## src/rtl/bist_signature_analyzer_if.sv

```systemverilog
// Strobe/response bundle between the BIST controller side and the signature analyzer.
// The master drives the controller strobes and CUT response; the slave returns signature and verdict.
interface bist_signature_analyzer_if #(
    parameter int W  = 16,
    parameter int CW = 8
);
    logic          running;
    logic          out;
    logic          finish;
    logic [W-1:0]  cut_resp;
    logic [W-1:0]  signature;
    logic [CW-1:0] capt_cnt;
    logic          busy;
    logic          done;
    logic          pass;
    logic          fail;

    modport master (
        output running, out, finish, cut_resp,
        input  signature, capt_cnt, busy, done, pass, fail
    );

    modport slave (
        input  running, out, finish, cut_resp,
        output signature, capt_cnt, busy, done, pass, fail
    );
endinterface

```

## src/rtl/bist_signature_analyzer.sv

```systemverilog
// MISR-based response compactor: captures CUT responses on OUT, checks the signature
// and capture count against golden values on FINISH, and holds the verdict until the next run.
module bist_signature_analyzer #(
    parameter int           W        = 16,
    parameter logic [W-1:0] POLY     = 16'h1021,
    parameter logic [W-1:0] SEED_VAL = 16'h0000,
    parameter logic [W-1:0] GOLDEN   = 16'h0000,
    parameter int           EXP_CNT  = 144,
    parameter int           CW       = 8
) (
    input logic                    clk_i,
    input logic                    rst_ni,
    bist_signature_analyzer_if.slave bus
);
    localparam logic [1:0] S_IDLE    = 2'd0;
    localparam logic [1:0] S_COMPACT = 2'd1;
    localparam logic [1:0] S_CHECK   = 2'd2;
    localparam logic [1:0] S_REPORT  = 2'd3;

    localparam logic [CW-1:0] EXP = CW'(EXP_CNT);

    logic [1:0]    state_q, state_d;
    logic          run_q;
    logic [W-1:0]  sig_q, sig_d;
    logic [CW-1:0] cnt_q, cnt_d;
    logic          busy_q, busy_d;
    logic          done_q, done_d;
    logic          pass_q, pass_d;
    logic          fail_q, fail_d;
    logic          rs;
    logic          match;
    logic [W-1:0]  sig_next;

    assign rs       = bus.running & ~run_q;
    assign match    = (sig_q == GOLDEN) && (cnt_q == EXP);
    assign sig_next = {sig_q[W-2:0], 1'b0} ^ (sig_q[W-1] ? POLY : '0) ^ bus.cut_resp;

    always_comb begin
        state_d = state_q;
        sig_d   = sig_q;
        cnt_d   = cnt_q;
        done_d  = done_q;
        pass_d  = pass_q;
        fail_d  = fail_q;
        case (state_q)
            S_COMPACT: begin
                if (rs) begin
                    sig_d = SEED_VAL;
                    cnt_d = '0;
                end else if (bus.finish) begin
                    state_d = S_CHECK;
                end else if (bus.out) begin
                    sig_d = sig_next;
                    if (cnt_q != '1) cnt_d = cnt_q + 1'b1;
                end
            end
            // CHECK always lasts exactly one cycle; a run start here is not honoured.
            S_CHECK: begin
                state_d = S_REPORT;
                done_d  = 1'b1;
                pass_d  = match;
                fail_d  = ~match;
            end
            default: begin
                if (rs) begin
                    state_d = S_COMPACT;
                    sig_d   = SEED_VAL;
                    cnt_d   = '0;
                    done_d  = 1'b0;
                    pass_d  = 1'b0;
                    fail_d  = 1'b0;
                end
            end
        endcase
        busy_d = (state_d == S_COMPACT) || (state_d == S_CHECK);
    end

    always_ff @(posedge clk_i) begin
        if (!rst_ni) begin
            state_q <= S_IDLE;
            run_q   <= 1'b0;
            sig_q   <= '0;
            cnt_q   <= '0;
            busy_q  <= 1'b0;
            done_q  <= 1'b0;
            pass_q  <= 1'b0;
            fail_q  <= 1'b0;
        end else begin
            state_q <= state_d;
            run_q   <= bus.running;
            sig_q   <= sig_d;
            cnt_q   <= cnt_d;
            busy_q  <= busy_d;
            done_q  <= done_d;
            pass_q  <= pass_d;
            fail_q  <= fail_d;
        end
    end

    assign bus.signature = sig_q;
    assign bus.capt_cnt  = cnt_q;
    assign bus.busy      = busy_q;
    assign bus.done      = done_q;
    assign bus.pass      = pass_q;
    assign bus.fail      = fail_q;
endmodule

```

## src/flat_wrapper.sv

```systemverilog
// flat-port wrapper written by rule: the top's interface ports become plain ports
module bist_signature_analyzer_flat 
#(
    parameter int           W        = 16,
    parameter logic [W-1:0] POLY     = 16'h1021,
    parameter logic [W-1:0] SEED_VAL = 16'h0000,
    parameter logic [W-1:0] GOLDEN   = 16'h0000,
    parameter int           EXP_CNT  = 144,
    parameter int           CW       = 8
)
  (clk_i, rst_ni, bus_running, bus_out, bus_finish, bus_cut_resp, bus_signature, bus_capt_cnt, bus_busy, bus_done, bus_pass, bus_fail);
  bist_signature_analyzer_if #(.W(W), .CW(CW)) bus_i ();
  input logic clk_i;
  input logic rst_ni;
  input wire logic [$bits(bus_i.running)-1:0] bus_running;
  input wire logic [$bits(bus_i.out)-1:0] bus_out;
  input wire logic [$bits(bus_i.finish)-1:0] bus_finish;
  input wire logic [$bits(bus_i.cut_resp)-1:0] bus_cut_resp;
  output wire logic [$bits(bus_i.signature)-1:0] bus_signature;
  output wire logic [$bits(bus_i.capt_cnt)-1:0] bus_capt_cnt;
  output wire logic [$bits(bus_i.busy)-1:0] bus_busy;
  output wire logic [$bits(bus_i.done)-1:0] bus_done;
  output wire logic [$bits(bus_i.pass)-1:0] bus_pass;
  output wire logic [$bits(bus_i.fail)-1:0] bus_fail;
  assign bus_i.running = bus_running;
  assign bus_i.out = bus_out;
  assign bus_i.finish = bus_finish;
  assign bus_i.cut_resp = bus_cut_resp;
  assign bus_signature = bus_i.signature;
  assign bus_capt_cnt = bus_i.capt_cnt;
  assign bus_busy = bus_i.busy;
  assign bus_done = bus_i.done;
  assign bus_pass = bus_i.pass;
  assign bus_fail = bus_i.fail;
  bist_signature_analyzer #(.W(W), .POLY(POLY), .SEED_VAL(SEED_VAL), .GOLDEN(GOLDEN), .EXP_CNT(EXP_CNT), .CW(CW)) u_core (.clk_i(clk_i), .rst_ni(rst_ni), .bus(bus_i));
endmodule
```

## config.mk

```make
export PLATFORM = sky130hd
export DESIGN_NAME = bist_signature_analyzer_flat
export DESIGN_NICKNAME = d
export VERILOG_FILES = /design/src/rtl/bist_signature_analyzer_if.sv /design/src/rtl/bist_signature_analyzer.sv /design/src/flat_wrapper.sv
export SDC_FILE = /design/constraint.sdc
export NUM_CORES = 1
export LEC_CHECK = 0
export BUFFER_PORTS_ARGS = -buffer_cell sky130_fd_sc_hd__buf_2
export CAP_MARGIN = 10
export CORE_MARGIN = 2
export CORE_UTILIZATION = 45
export DETAILED_ROUTE_END_ITERATION = 12
export PLACE_DENSITY = 0.76
export SKIP_CTS_REPAIR_TIMING = 1
export SLEW_MARGIN = 20
export SYNTH_ARGS = -nofsm -noshare
export SYNTH_HDL_FRONTEND = slang
export SYNTH_SLANG_ARGS = --single-unit
```

## constraint.sdc

```tcl
create_clock -name clk_i -period 5.21 [get_ports clk_i]
set_input_delay 1.042 -clock clk_i [delete_from_list [all_inputs] [get_ports clk_i]]
set_output_delay 1.042 -clock clk_i [all_outputs]
set_load 0.005 [all_outputs]
```

# ---- After elaboration in Yosys (flattened, before gate mapping)
# Cells that the tools add are included.
dict set report classes {
  n_reduce_logical 10
  addsub 1
  muxes 20
  n_bitwise 7
  n_eq_ne 7
}
# cell n
set ops {}
lappend ops {{$mux W16} 4}
lappend ops {{$mux W8} 5}
lappend ops {{$pmux W16 S2} 1}
lappend ops {{$xor A16 B16 Y16} 2}
lappend ops {{$logic_not A16 Y1} 1}
lappend ops {{$pmux W8 S2} 1}
lappend ops {{$mux W13} 1}
lappend ops {{$add A8 B1 Y8 const B} 1}
lappend ops {{$eq A8 B8 Y1 const B} 1}
lappend ops {{$ne A8 B8 Y1 const B} 1}
lappend ops {{$reduce_bool A2 Y1} 4}
lappend ops {{$mux W2} 3}
lappend ops {{$pmux W1 S2} 3}
lappend ops {{$reduce_and A5 Y1} 1}
lappend ops {{$eq A2 B1 Y1 const B} 2}
lappend ops {{$eq A2 B2 Y1 const B} 2}
lappend ops {{$not A1 Y1} 4}
lappend ops {{$pmux W2 S2} 1}
lappend ops {{$reduce_and A4 Y1} 1}
lappend ops {{$ne A2 B1 Y1 const B} 1}
lappend ops {{$reduce_and A2 Y1} 1}
lappend ops {{$and A1 B1 Y1} 1}
lappend ops {{$logic_and A1 B1 Y1} 1}
lappend ops {{$logic_or A1 B1 Y1} 1}
lappend ops {{$mux W1} 1}
dict set report totals {
  reg_bits 31
  in_bits 21
  output_inout_bits 28
}

# ---- Longest topological paths before layout
# Gate-level depths: netlist of run 1.
dict set report depth {
  depth_word 7
  depth_mapped 9
  depth_no_buf 7
}

# ---- Worst setup path before layout of run 1
# OpenSTA, ideal clock, no wires.
dict set report synth_path {
  path_type {input-to-reg}
  start {in bus_running}
  end {reg u_core.cnt_q[5], in the netlist u_core.bus.capt_cnt[5]}
  path_slack_ns 2.977
  required_ns 5.093
  t_arrival_ns 2.115
  stages 7
  setup_ns 0.117
  path_cell_list {nand2b_1 buf_2 a21oi_2 and2_4 buf_6 nand2_1 a32o_1}
}
dict set report synth_via {
  elab_chain_len 3
  word_cells_on_any_way 8
}
# element line
set synth_rtl {}
lappend synth_rtl {{start, declared} flat_wrapper.sv:15} ;# input wire logic [$bits(bus_i.running)-1:0] bus_running;
lappend synth_rtl {{$and A1 B1 Y1 (*)} bist_signature_analyzer.sv:34} ;# assign rs = bus.running & ~run_q;
lappend synth_rtl {{$ne A2 B1 Y1 (no line), or another cell as far along} --}
lappend synth_rtl {{$reduce_and A5 Y1 (no line) / $pmux W8 S2 (equally long branches)} --}
lappend synth_rtl {{end signal, assigned} bist_signature_analyzer.sv:92} ;# cnt_q <= cnt_d;
lappend synth_rtl {{end, declared} bist_signature_analyzer.sv:25} ;# logic [CW-1:0] cnt_q, cnt_d;
# Every way passes the cells marked *; elsewhere a longest branch is shown, timed or not.
# A chain may end at the register's enable or synchronous reset.

# ---- Worst setup path after layout of run 1
dict set report layout_path {
  start {in bus_running}
  end {reg u_core.cnt_q[3], in the netlist u_core.bus.capt_cnt[3]}
}
# Same word-level chain as after synthesis.

==> summary.md, run 1 <==
| Metric | Value |
|---|---|
| WL final | 3630 um |
| Final Skew | 0.0101 ns |
| Hold worst-path end | u_core.bus.done$_SDFFE_PN0P_ |
| Sequential fraction of the synthesis area | 0.377 |
| Synthesized flop and latch total | 31 |
| Status | finished, final reports clean |
| Share of the synthesized area in the top cell type | 0.377 |
| Hold depth | 2 |
| Post-DRT Antenna Nets | 0 |
| Synthesized Nets | 220 |
| Clock network power share | 0.336 |
| Clock period minus worst slack | about 2.5 ns |
| FF-to-FF setup slack | approximately 3 ns |
| Placed cells | ~280 |
| Top_reg_cell synth | dfxtp_1 |
| Max-slew violations | 0 |
| N_diodes | 0 |
| Headroom to the max-slew limit | 0.475 |
| WP data arrival | 2.83 ns |
| Kind of critical path | input port to flip-flop |
| Combinational power share | 0.222 |
| Synth-to-Final Area Change | 19.9% |
| Initial antenna violation count | 0 |
| R2R cell count | 7 |
| Leak | slightly below 0.9 nW |
| Net Switching | around 0.00017 W |
| Post-Syn Area | 1640 um^2 |
| Routability Congestion | 0.878 |
| Initial Util | 0.481 |
| Final core occ | 0.577 |
| Drt pass-1 iters | 4 |
| Worst-margin pin slew | 0.788 ns |
| Number of H-tree levels | 2 |
| Total CTS buffers | 5 |
| Row cnt | 21 |
| CTS tree | yes |
| Total power | 0.000596 W |
| Endpoints failing hold | 0 |
| Sink Count | 31 |
| Hold/Removal Path Class | flip-flop to flip-flop |
| Non-filler cells in the finished layout | 285 |
| Buffers on Ports | 48 |
| Fmax | ~0.39 GHz |
| I/O pin count | 49 |
| Fin nets | 263 |
| Number of DRC markers in iteration 0 | 79 |
| Syn avg cell area | 8.43 um^2 |
| Fin Hold WS | just under 0.5 ns |
| WL/cell | 12.7 um |
| Setup TNS | 0 ns |
| Die Y-Extent | between 60 and 70 um |
| RSZ-0062 raised after global routing | false |
| Area leader, netlist | dfxtp_1 |
| Vias in the first global route | 1,314 |
| Peak supply drop | 0.178 mV |
| CP required | 5.51 ns |
| Largest net degree at the start of global routing | 35 |
| Residual DRC | 0 |
| Hold Startpoint | u_core.bus.done$_SDFFE_PN0P_ |
| Clk root buf | clkbuf_4 |
| R2R Path End | u_core.bus.capt_cnt[3]$_SDFFE_PN0P_ |
| Startpoint types | input port |
| Clk pin slew, worst setup/hold paths | around 0.10 ns |
| First-pass GRT wire length | 5980 um |
| Worst skew pair latency | 0.34 ns |
| Remaining global-route overflow | 0 |
| Top cells by area, synth | dfxtp_1, a21boi_0, xor2_1, nand2_1, nand3_1 |
| Worst reg2reg startpoint | u_core.state_q[1]$_SDFF_PN0_ |
| Drt via density | 5.22 |
| Async S/R FF share, synth | 0 |
| CP max FO | 23 |
| Die span in x | about 64 um |
| Clk buf depth | 2 |
| DR vias | 1,489 |
| Die area | 4150 um^2 |
| Post-synth EDFFs | 0 |
| Setup violators final | 0 |
| Synthesis Warnings | 0 |
| Share of cells above drive strength 1 | 0.251 |
| Sw Share | 0.293 |
| Distinct cells, synth | 37 |
| Core area | 3420 um^2 |
| Tot GR Track Use | 0.186 |
| Maxcap violations | 0 |
| Leading cell types by count after synthesis | dfxtp_1, nand2_1, a21boi_0, nand3_1, xor2_1 |
| Pwr Density | around 300 nW/um^2 |
| Reg power frac | 0.441 |
| CP Capture Type | flip-flop |
| Syn Inst Count | 195 |
| Post-route clock period utilization | 0.487 |
| Count leader, synth | dfxtp_1 |
| Int Pwr | around 0.00042 W |
| Hpwl dp | 2570 um |
## cells by family (layout without fill, tap and decap cells)
logic type | after synthesis | after routing | synth area share
compound gates | 40 | 40 | 0.175
buf+inv | 17 | 61 | 0.0457
xor+xnor | 19 | 19 | 0.101
fa+ha+maj | 4 | 4 | 0.0304
flops | 31 | 31 | 0.377
mux | 1 | 1 | 0.00609
simple gates | 83 | 83 | 0.264
## flip-flops by register name (all words and copies together), names as in the netlist
signal / count
u_core.bus.fail: 1
u_core.bus.pass: 1
u_core.bus.capt_cnt: 8
u_core.bus.done: 1
u_core.run_q: 1
u_core.state_q: 2
u_core.bus.busy: 1
u_core.bus.signature: 16
## power by group through the flow
stage	clock (W)	sequential, W	combinational, W
global route	0.000214	0.000266	0.000150
finish	0.000201	0.000263	0.000132
CTS	0.000203	0.000263	0.000133
floorplan	0	0.000267	0.000101
global placement	0	0.000268	0.000131
detailed placement	0	0.000269	0.000133
## layout by cell type, fill, tap and decap left out, types with 5 or more instances in the layout
cell type	instances
nand2_1	30
clkbuf_4	5
o21ai_0	5
inv_1	5
buf_2	48
a21boi_0	20
dfxtp_1	31
nand3_1	20
and2_1	7
xor2_1	15
## through the flow
| stage | worst slack, ns | area (um^2) |
|---|---|---|
| after floorplan | 2.98 | 1640 |
| after global placement | 2.38 | 1890 |
| after detailed placement | 2.36 | 1890 |
| after CTS | 2.71 | 1970 |
| after global routing | 2.46 | 1970 |
| final | 2.68 | 1970 |
## worst max path at each step
stage	from	end	slack, ns	cells past startpoint
after CTS	bus_running	u_core.bus.capt_cnt[3]$_SDFFE_PN0P_	2.71	6
after global placement	bus_running	u_core.bus.capt_cnt[3]$_SDFFE_PN0P_	2.38	6
after detailed placement	bus_running	u_core.bus.capt_cnt[3]$_SDFFE_PN0P_	2.36	6
after global routing	bus_running	u_core.bus.capt_cnt[7]$_SDFFE_PN0P_	2.46	6
final	bus_running	u_core.bus.capt_cnt[3]$_SDFFE_PN0P_	2.68	6
after floorplan	bus_running	u_core.bus.capt_cnt[5]$_SDFFE_PN0P_	2.98	7
## area by class of cell
cell class | instances | area (um^2)
clock buffers | 6 | 51.3
clock inverters | 2 | 35.0
fillers | 336 | 1440
inverters | 5 | 18.8
multi-input cells | 147 | 948
flip-flops and latches | 31 | 621
well taps | 46 | 57.6
repair buffers | 48 | 240
## per-layer routing
| layer | global-route usage | routed length [um] | vias up | part of all wire |
|---|---|---|---|---|
| li1 | - | - | 758 | - |
| met1 | 0.256 | 1690 | 674 | 0.47 |
| met2 | 0.277 | 1660 | 49 | 0.46 |
| met3 | 0.0417 | 212 | 8 | 0.058 |
| met4 | 0.0798 | 67 | 0 | 0.018 |
| met5 | 0 | 0 | - | 0 |
## worst max-delay path: stages
cell and delay, ns:
buf_2 0.10, nand2b_1 0.27, and2_1 0.70, nand3_1 0.29, nor2_1 0.27, o211a_1 0.16
Note: power is estimated with default switching activity, not from simulation.
==> run 2, diff against run 1 <==
Clock period 5.21 ns to 2.35 ns, I/O delays scaled along.
==> summary.md, run 2 (synthesis results as in run 1) <==
| Metric | Value |
|---|---|
| Status | finished, final reports clean |
| Leak | 0.892 nW (+1.7%) |
| Family with the most delay on the worst path | compound AO/OA/AOI/OAI gates |
| WL/cell | 12.7 um (-0.39%) |
| Cell area after layout | 1990 um^2 (+1.1%) |
| Fin nets | 266 (+1.1%) |
| Core area | 3420 um^2 (unchanged) |
| Die area | 4150 um^2 (unchanged) |
| Drt via density | 5.26 (+0.75%) |
| Largest register FFs | 16 (unchanged) |
| Number of H-tree levels | 2 (unchanged) |
| Number of DRC markers in iteration 0 | 84 (+6.3%) |
| Post-DRT Antenna Nets | 0 (unchanged) |
| Largest net degree at the start of global routing | 35 (unchanged) |
| Placed cells | 280 (+1.1%) |
| Initial antenna violation count | 0 (unchanged) |
| Setup violators final | 0 (unchanged) |
| Clk pin slew, worst setup/hold paths | 0.10 ns (about the same) |
| Fmax | approximately 0.57 GHz |
| R2R Path End | u_core.bus.capt_cnt[5]$_SDFFE_PN0P_ |
| Net Switching | 0.000392 W (+120%) |
| Worst path max stage delay | 0.33 ns (-0.37 ns) |
| Peak supply drop | 0.296 mV (+66%) |
| Final Skew | 0.00700 ns (-0.00313 ns) |
| Residual DRC | 0 (unchanged) |
| WP data arrival | 2.01 ns (-0.82 ns) |
| DR vias | 1,516 (+1.8%) |
| Reg power frac | 0.437 (-0.004) |
| CP required | 2.59 ns (-2.92 ns) |
| Crit path launch | u_core.state_q[1]$_SDFF_PN0_ |
| Total CTS buffers | 5 (unchanged) |
| Initial Util | 0.481 (unchanged) |
| Combinational power share | 0.229 (+0.007) |
| Sequential cell area | 621 um^2 (unchanged) |
| Kind of critical path | flip-flop to flip-flop |
| First-pass GRT wire length | 6240 um (+4.4%) |
| Hpwl dp | 2570 um (-0.10%) |
| Clock network power share | 0.334 (-0.002) |
| CP max FO | 9 (-61%) |
| Share of cells above drive strength 1 | 0.260 (+0.00928) |
| Critical path's slowest cell | dfxtp_1 |
| Clock period minus worst slack | about 1.8 ns |
| CP Capture Type | flip-flop |
| Vias in the first global route | 1,359 (+3.4%) |
| Routability Congestion | 0.811 (-7.6%) |
| WL final | 3660 um (+0.66%) |
| Die span in x | 64.4 um (unchanged) |
| Endpoints failing hold | 0 (unchanged) |
| Post-route clock period utilization | 0.753 |
| Worst skew pair latency | 0.34 ns (about the same) |
| Most common cell after layout, fill and taps aside | buf_2 |
| Die Y-Extent | 64.4 um (unchanged) |
| Pwr Density | 670 nW/um^2 (+120%) |
| Area of the multi-input gates | 948 um^2 (unchanged) |
| R2R cell count | 7 (unchanged) |
| Clk buf depth | 2 (unchanged) |
| Sink Count | 31 (unchanged) |
| Maxcap violations | 0 (unchanged) |
| Synth-to-Final Area Change | 21.3% |
| RSZ-0062 raised after global routing | false |
| Max-slew violations | 0 (unchanged) |
| Crit-path cells | inv_1 -> ha_1 -> nand3b_1 -> a21oi_2 -> and2_4 -> nand2_1 -> a32o_1 |
| Row cnt | 21 (unchanged) |
| Hold/Removal Path Class | input port to flip-flop |
| Drt pass-1 iters | 4 (unchanged) |
| Non-filler cells in the finished layout | 288 (+1.1%) |
| Clk root buf | clkbuf_4 |
| Crit. path cell count | 7 (+1) |
| Buffers on Ports | 48 (unchanged) |
| Headroom to the max-slew limit | 0.655 (+0.180) |
| I/O pin count | 49 (unchanged) |
| Fill count | 350 (+4.2%) |
| Worst reg2reg startpoint | u_core.state_q[1]$_SDFF_PN0_ |
| WP buf/inv | 1 (unchanged) |
| FF-to-FF setup slack | 0.58 ns (-2.36 ns) |
| Setup TNS | 0 ns (unchanged) |
| Hold Startpoint | bus_running |
| Most frequent cells in the layout | buf_2, dfxtp_1, nand2_1 |
| Tot GR Track Use | 0.192 (+0.00670) |
| Int Pwr | 0.000945 W (+120%) |
| Startpoint types | flip-flop |
| Post-place instance area | 1910 um^2 (+1.2%) |
| CTS tree | yes |
| Worst setup path endpoint | u_core.bus.capt_cnt[5]$_SDFFE_PN0P_ |
| Worst-margin pin slew | 0.516 ns (-0.272 ns) |
| Fin Hold WS | 0.354 ns (-0.138 ns) |
| Sw Share | 0.293 (about the same) |
| Remaining global-route overflow | 0 (unchanged) |
| N_diodes | 0 (unchanged) |
run 2: cell types whose count changed in the layout (fill, tap and decap cells not counted):
cell	before	now
buf_4	0	3
run 2: layer usage:
metal | GRT usage | wire, um | up-vias
met5 | 0 | 0 | -
met2 | 0.299 | 1680 | 57
li1 | - | - | 767
met4 | 0.0878 | 68 | 0
met3 | 0.0451 | 241 | 6
met1 | 0.252 | 1670 | 686
run 2: worst min path at each step:
stage,cells past startpoint,endpoint
floorplan,2,u_core.bus.done$_SDFFE_PN0P_
global placement,2,u_core.bus.done$_SDFFE_PN0P_
detailed placement,2,u_core.bus.pass$_SDFFE_PN0P_
CTS,2,u_core.run_q$_SDFF_PN0_
global route,2,u_core.run_q$_SDFF_PN0_
finish,2,u_core.run_q$_SDFF_PN0_
run 2: through the flow:
step,worst slack (ns),util,power [W]
final,0.581,0.584,0.00134
after global routing,0.366,0.584,0.00141
after floorplan,0.617,-,0.000818
after global placement,0.489,0.559,0.000899
after CTS,0.567,0.584,0.00134
after detailed placement,0.458,0.559,0.000903
run 2: layout make-up:
cell class | instances | share of cell area
clock buffers | 6 | 0.0257
clock inverters | 2 | 0.0176
inverters | 5 | 0.00941
multi-input cells | 147 | 0.476
flip-flops and latches | 31 | 0.311
well taps | 46 | 0.0289
repair buffers | 51 | 0.132
run 2: power by group through the flow:
stage	clock (W)	sequential [W]	combinational, W
3_3_place_gp	0	0.000596	0.000303
6_report	0.000446	0.000584	0.000306
2_1_floorplan	0	0.000593	0.000225
4_1_cts	0.000450	0.000585	0.000309
5_1_grt	0.000473	0.000589	0.000348
3_5_place_dp	0	0.000597	0.000306
==> run 3, diff against run 2 <==
Settings changed: ABC_AREA set to 1, PLACE_DENSITY 0.76 to 0.78.
Clock period 2.35 ns to 1.5 ns, I/O delays scaled along.
==> summary.md, run 3 <==
| Metric | Value |
|---|---|
| Combinational power share | 0.386 (+0.157) |
| Net Switching | 0.00109 W (+180%) |
| Synth-to-Final Area Change | 28.0% |
| Drt pass-1 iters | 7 (+3) |
| CP required | 1.73 ns (-0.86 ns) |
| Vias in the first global route | 1,614 (+19%) |
| Endpoints failing hold | 0 (unchanged) |
| Area of the multi-input gates | 1030 um^2 (+8.7%) |
| CTS tree | yes |
| Number of H-tree levels | 2 (unchanged) |
| Die span in x | 66.7 um (+3.5%) |
| Worst reg2reg startpoint | u_core.state_q[0]$_SDFF_PN0_ |
| Most common cell after layout, fill and taps aside | nor2_1 |
| Peak supply drop | 0.719 mV (+140%) |
| Final worst-path setup slack | 0.0890 ns (-0.492 ns) |
| WL final | 4210 um (+15%) |
| Routability Congestion | 0.901 (+11%) |
| Largest register FFs | 16 (unchanged) |
| Drt via density | 4.95 (-6.0%) |
| Worst skew pair latency | 0.29 ns (-0.05 ns) |
| Post-route clock period utilization | 0.941 (+0.188) |
| Worst-margin pin slew | 0.349 ns (-0.167 ns) |
| CP max FO | 8 (-1) |
| Cell mode on critical path | nand2_1 |
| Row cnt | 22 (+4.8%) |
| Setup WS pre-CTS | 0.00572 ns (-0.452 ns) |
| N_diodes | 0 (unchanged) |
| Cell area after layout | 2260 um^2 (+13%) |
| Synthesized flop and latch total | 31 (unchanged) |
| CP Capture Type | flip-flop |
| Headroom to the max-slew limit | 0.765 (+0.110) |
| Top_reg_cell synth | dfxtp_1 |
| Syn avg cell area | 6.93 um^2 (-18%) |
| WL/cell | 11.6 um (-8.7%) |
| Fill count | 357 (+2.0%) |
| Remaining global-route overflow | 0 (unchanged) |
| WP data arrival | 1.64 ns (-0.37 ns) |
| DR vias | 1,796 (+18%) |
| WP buf/inv | 3 (+2) |
| Largest net degree at the start of global routing | 22 (-37%) |
| Int Pwr | 0.00191 W (+100%) |
| Initial antenna violation count | 0 (unchanged) |
| Syn Inst Count | 255 (+31%) |
| Count leader, synth | nor2_1 |
| Critical path's slowest cell | dfxtp_4 |
| Initial Util | 0.476 (-0.00556) |
| Clk buf depth | 2 (unchanged) |
| Hold/Removal Path Class | input port to flip-flop |
| Metal2 WL | 2030 um (+21%) |
| Most frequent cells in the layout | nor2_1, nand2_1, buf_2 |
| Worst path max stage delay | 0.37 ns (+0.04 ns) |
| Post-synth EDFFs | 0 (unchanged) |
| Total CTS buffers | 5 (unchanged) |
| Share of the synthesized area in the top cell type | 0.351 (-0.0264) |
| Number of DRC markers in iteration 0 | 185 (+120%) |
| Sequential fraction of the synthesis area | 0.351 (-0.0264) |
| Fin nets | 339 (+27%) |
| Total power | 0.00300 W (+120%) |
| Reg power frac | 0.373 (-0.064) |
| Buffers on Ports | 48 (unchanged) |
| Setup TNS | 0 ns (unchanged) |
| Leading cell types by count after synthesis | nor2_1, nand2_1, dfxtp_1 |
| Sequential cell area | 624 um^2 (+0.60%) |
| Startpoint types | flip-flop |
| Clock network power share | 0.241 (-0.093) |
| Max-slew violations | 0 (unchanged) |
| Sink Count | 31 (unchanged) |
| R2R cell count | 10 (+3) |
| Clock period minus worst slack | 1.41 ns (-0.358 ns) |
| Die Y-Extent | 66.7 um (+3.5%) |
| Residual DRC | 0 (unchanged) |
| Core area | 3720 um^2 (+8.8%) |
| Kind of critical path | flip-flop to flip-flop |
| Post-Syn Area | 1770 um^2 (+7.5%) |
| I/O pin count | 49 (unchanged) |
| Family with the most delay on the worst path | simple AND/OR/NAND/NOR gates |
| Clk pin slew, worst setup/hold paths | 0.06 ns (-0.04 ns) |
| Die area | 4450 um^2 (+7.1%) |
| Clk root buf | clkbuf_8 |
| Fmax | 0.709 GHz (+25%) |
| R2R Path End | u_core.bus.capt_cnt[7]$_SDFFE_PN0P_ |
| Setup violators final | 0 (unchanged) |
| First-pass GRT wire length | 7020 um (+13%) |
| Crit path launch | u_core.state_q[0]$_SDFF_PN0_ |
| Tot GR Track Use | 0.209 (+0.0170) |
| Distinct cells, synth | 25 (-32%) |
| Crit-path cells | inv_1 -> ha_2 -> inv_4 -> nand2_4 -> nor2_4 -> buf_6 -> nand3_2 -> nand2_1 -> nand2_1 -> nor2_1 |
| FF-to-FF setup slack | 0.09 ns (-0.49 ns) |
| Crit. path cell count | 10 (+3) |
| Max Used Layer | met4 |
| Async S/R FF share, synth | 0 (unchanged) |
| Synthesis Warnings | 0 (unchanged) |
| Top cells by area, synth | dfxtp_1, nor2_1, nand2_1, xor2_1, a21oi_1 |
| Sw Share | 0.364 (+0.0708) |
| Hpwl dp | 3070 um (+19%) |
| Post-DRT Antenna Nets | 0 (unchanged) |
| Pwr Density | 1320 nW/um^2 (+98%) |
| Post-place instance area | 2130 um^2 (+11%) |
| Metal-1 WL | 1880 um (+13%) |
| Synthesized Nets | 280 (+27%) |
| Maxcap violations | 0 (unchanged) |
| Fin Hold WS | 0.268 ns (-0.0855 ns) |
| Share of cells above drive strength 1 | 0.283 (+0.0222) |
| Status | finished, final reports clean |
| Area leader, netlist | dfxtp_1 |
| Worst setup path endpoint | u_core.bus.capt_cnt[7]$_SDFFE_PN0P_ |
| DR WL met3 | 224 um (-7.1%) |
| Final Skew | 0.00652 ns (-0.000477 ns) |
| Leak | 1.12 nW (+25%) |
[run 3: power by group through the flow]
stage | clock network, W | registers, W | logic [W]
CTS | 0.000734 | 0.00110 | 0.00112
detailed placement | 0 | 0.00112 | 0.00111
floorplan | 0 | 0.00111 | 0.000711
global route | 0.000782 | 0.00115 | 0.00131
global placement | 0 | 0.00112 | 0.00110
finish | 0.000721 | 0.00112 | 0.00116
[run 3: cell type report]
| cell class | instances | area share |
|---|---|---|
| well taps | 48 | 0.0265 |
| flip-flops and latches | 31 | 0.276 |
| inverters | 24 | 0.0409 |
| clock buffers | 8 | 0.0442 |
| multi-input cells | 193 | 0.456 |
| repair buffers | 59 | 0.157 |
[run 3: tightest hold or removal path: cells and delay by family]
kind | cells | cell delay, ns
AND/OR/NAND/NOR | 1 | 0.06
buffers and inverters | 2 | 0.16
[run 3: worst min path at each step]
stage                                       startpoint                      endpoint  slack, ns  cells past startpoint
after detailed placement  u_core.bus.pass$_SDFFE_PN0P_  u_core.bus.pass$_SDFFE_PN0P_       0.46                      2
after CTS                                  bus_running       u_core.run_q$_SDFF_PN0_       0.26                      3
final                                      bus_running       u_core.run_q$_SDFF_PN0_       0.27                      3
after global routing                       bus_running       u_core.run_q$_SDFF_PN0_       0.28                      3
after global placement    u_core.bus.fail$_SDFFE_PN0P_  u_core.bus.fail$_SDFFE_PN0P_       0.46                      2
after floorplan                            bus_running       u_core.run_q$_SDFF_PN0_       0.40                      2
[run 3: routing by layer]
layer / track usage / vias to the layer above
met4: 0.117 / 0
met1: 0.254 / 807
met2: 0.344 / 49
met3: 0.0405 / 6
li1: - / 934
met5: 0 / -
[run 3: cell families after synthesis]
kind of cell	after synthesis	synth area share
AND/OR/NAND/NOR	129	0.343
buffers and inverters	31	0.0743
XOR/XNOR	14	0.0694
AO/OA/AOI/OAI	46	0.134
adder cells (fa/ha/maj)	4	0.0283
flip-flops	31	0.351
[run 3: per-stage QoR]
step	utilization	instances
global placement	0.572	354
global route	0.609	363
CTS	0.599	362
floorplan	-	255
finish	0.609	363
detailed placement	0.572	354
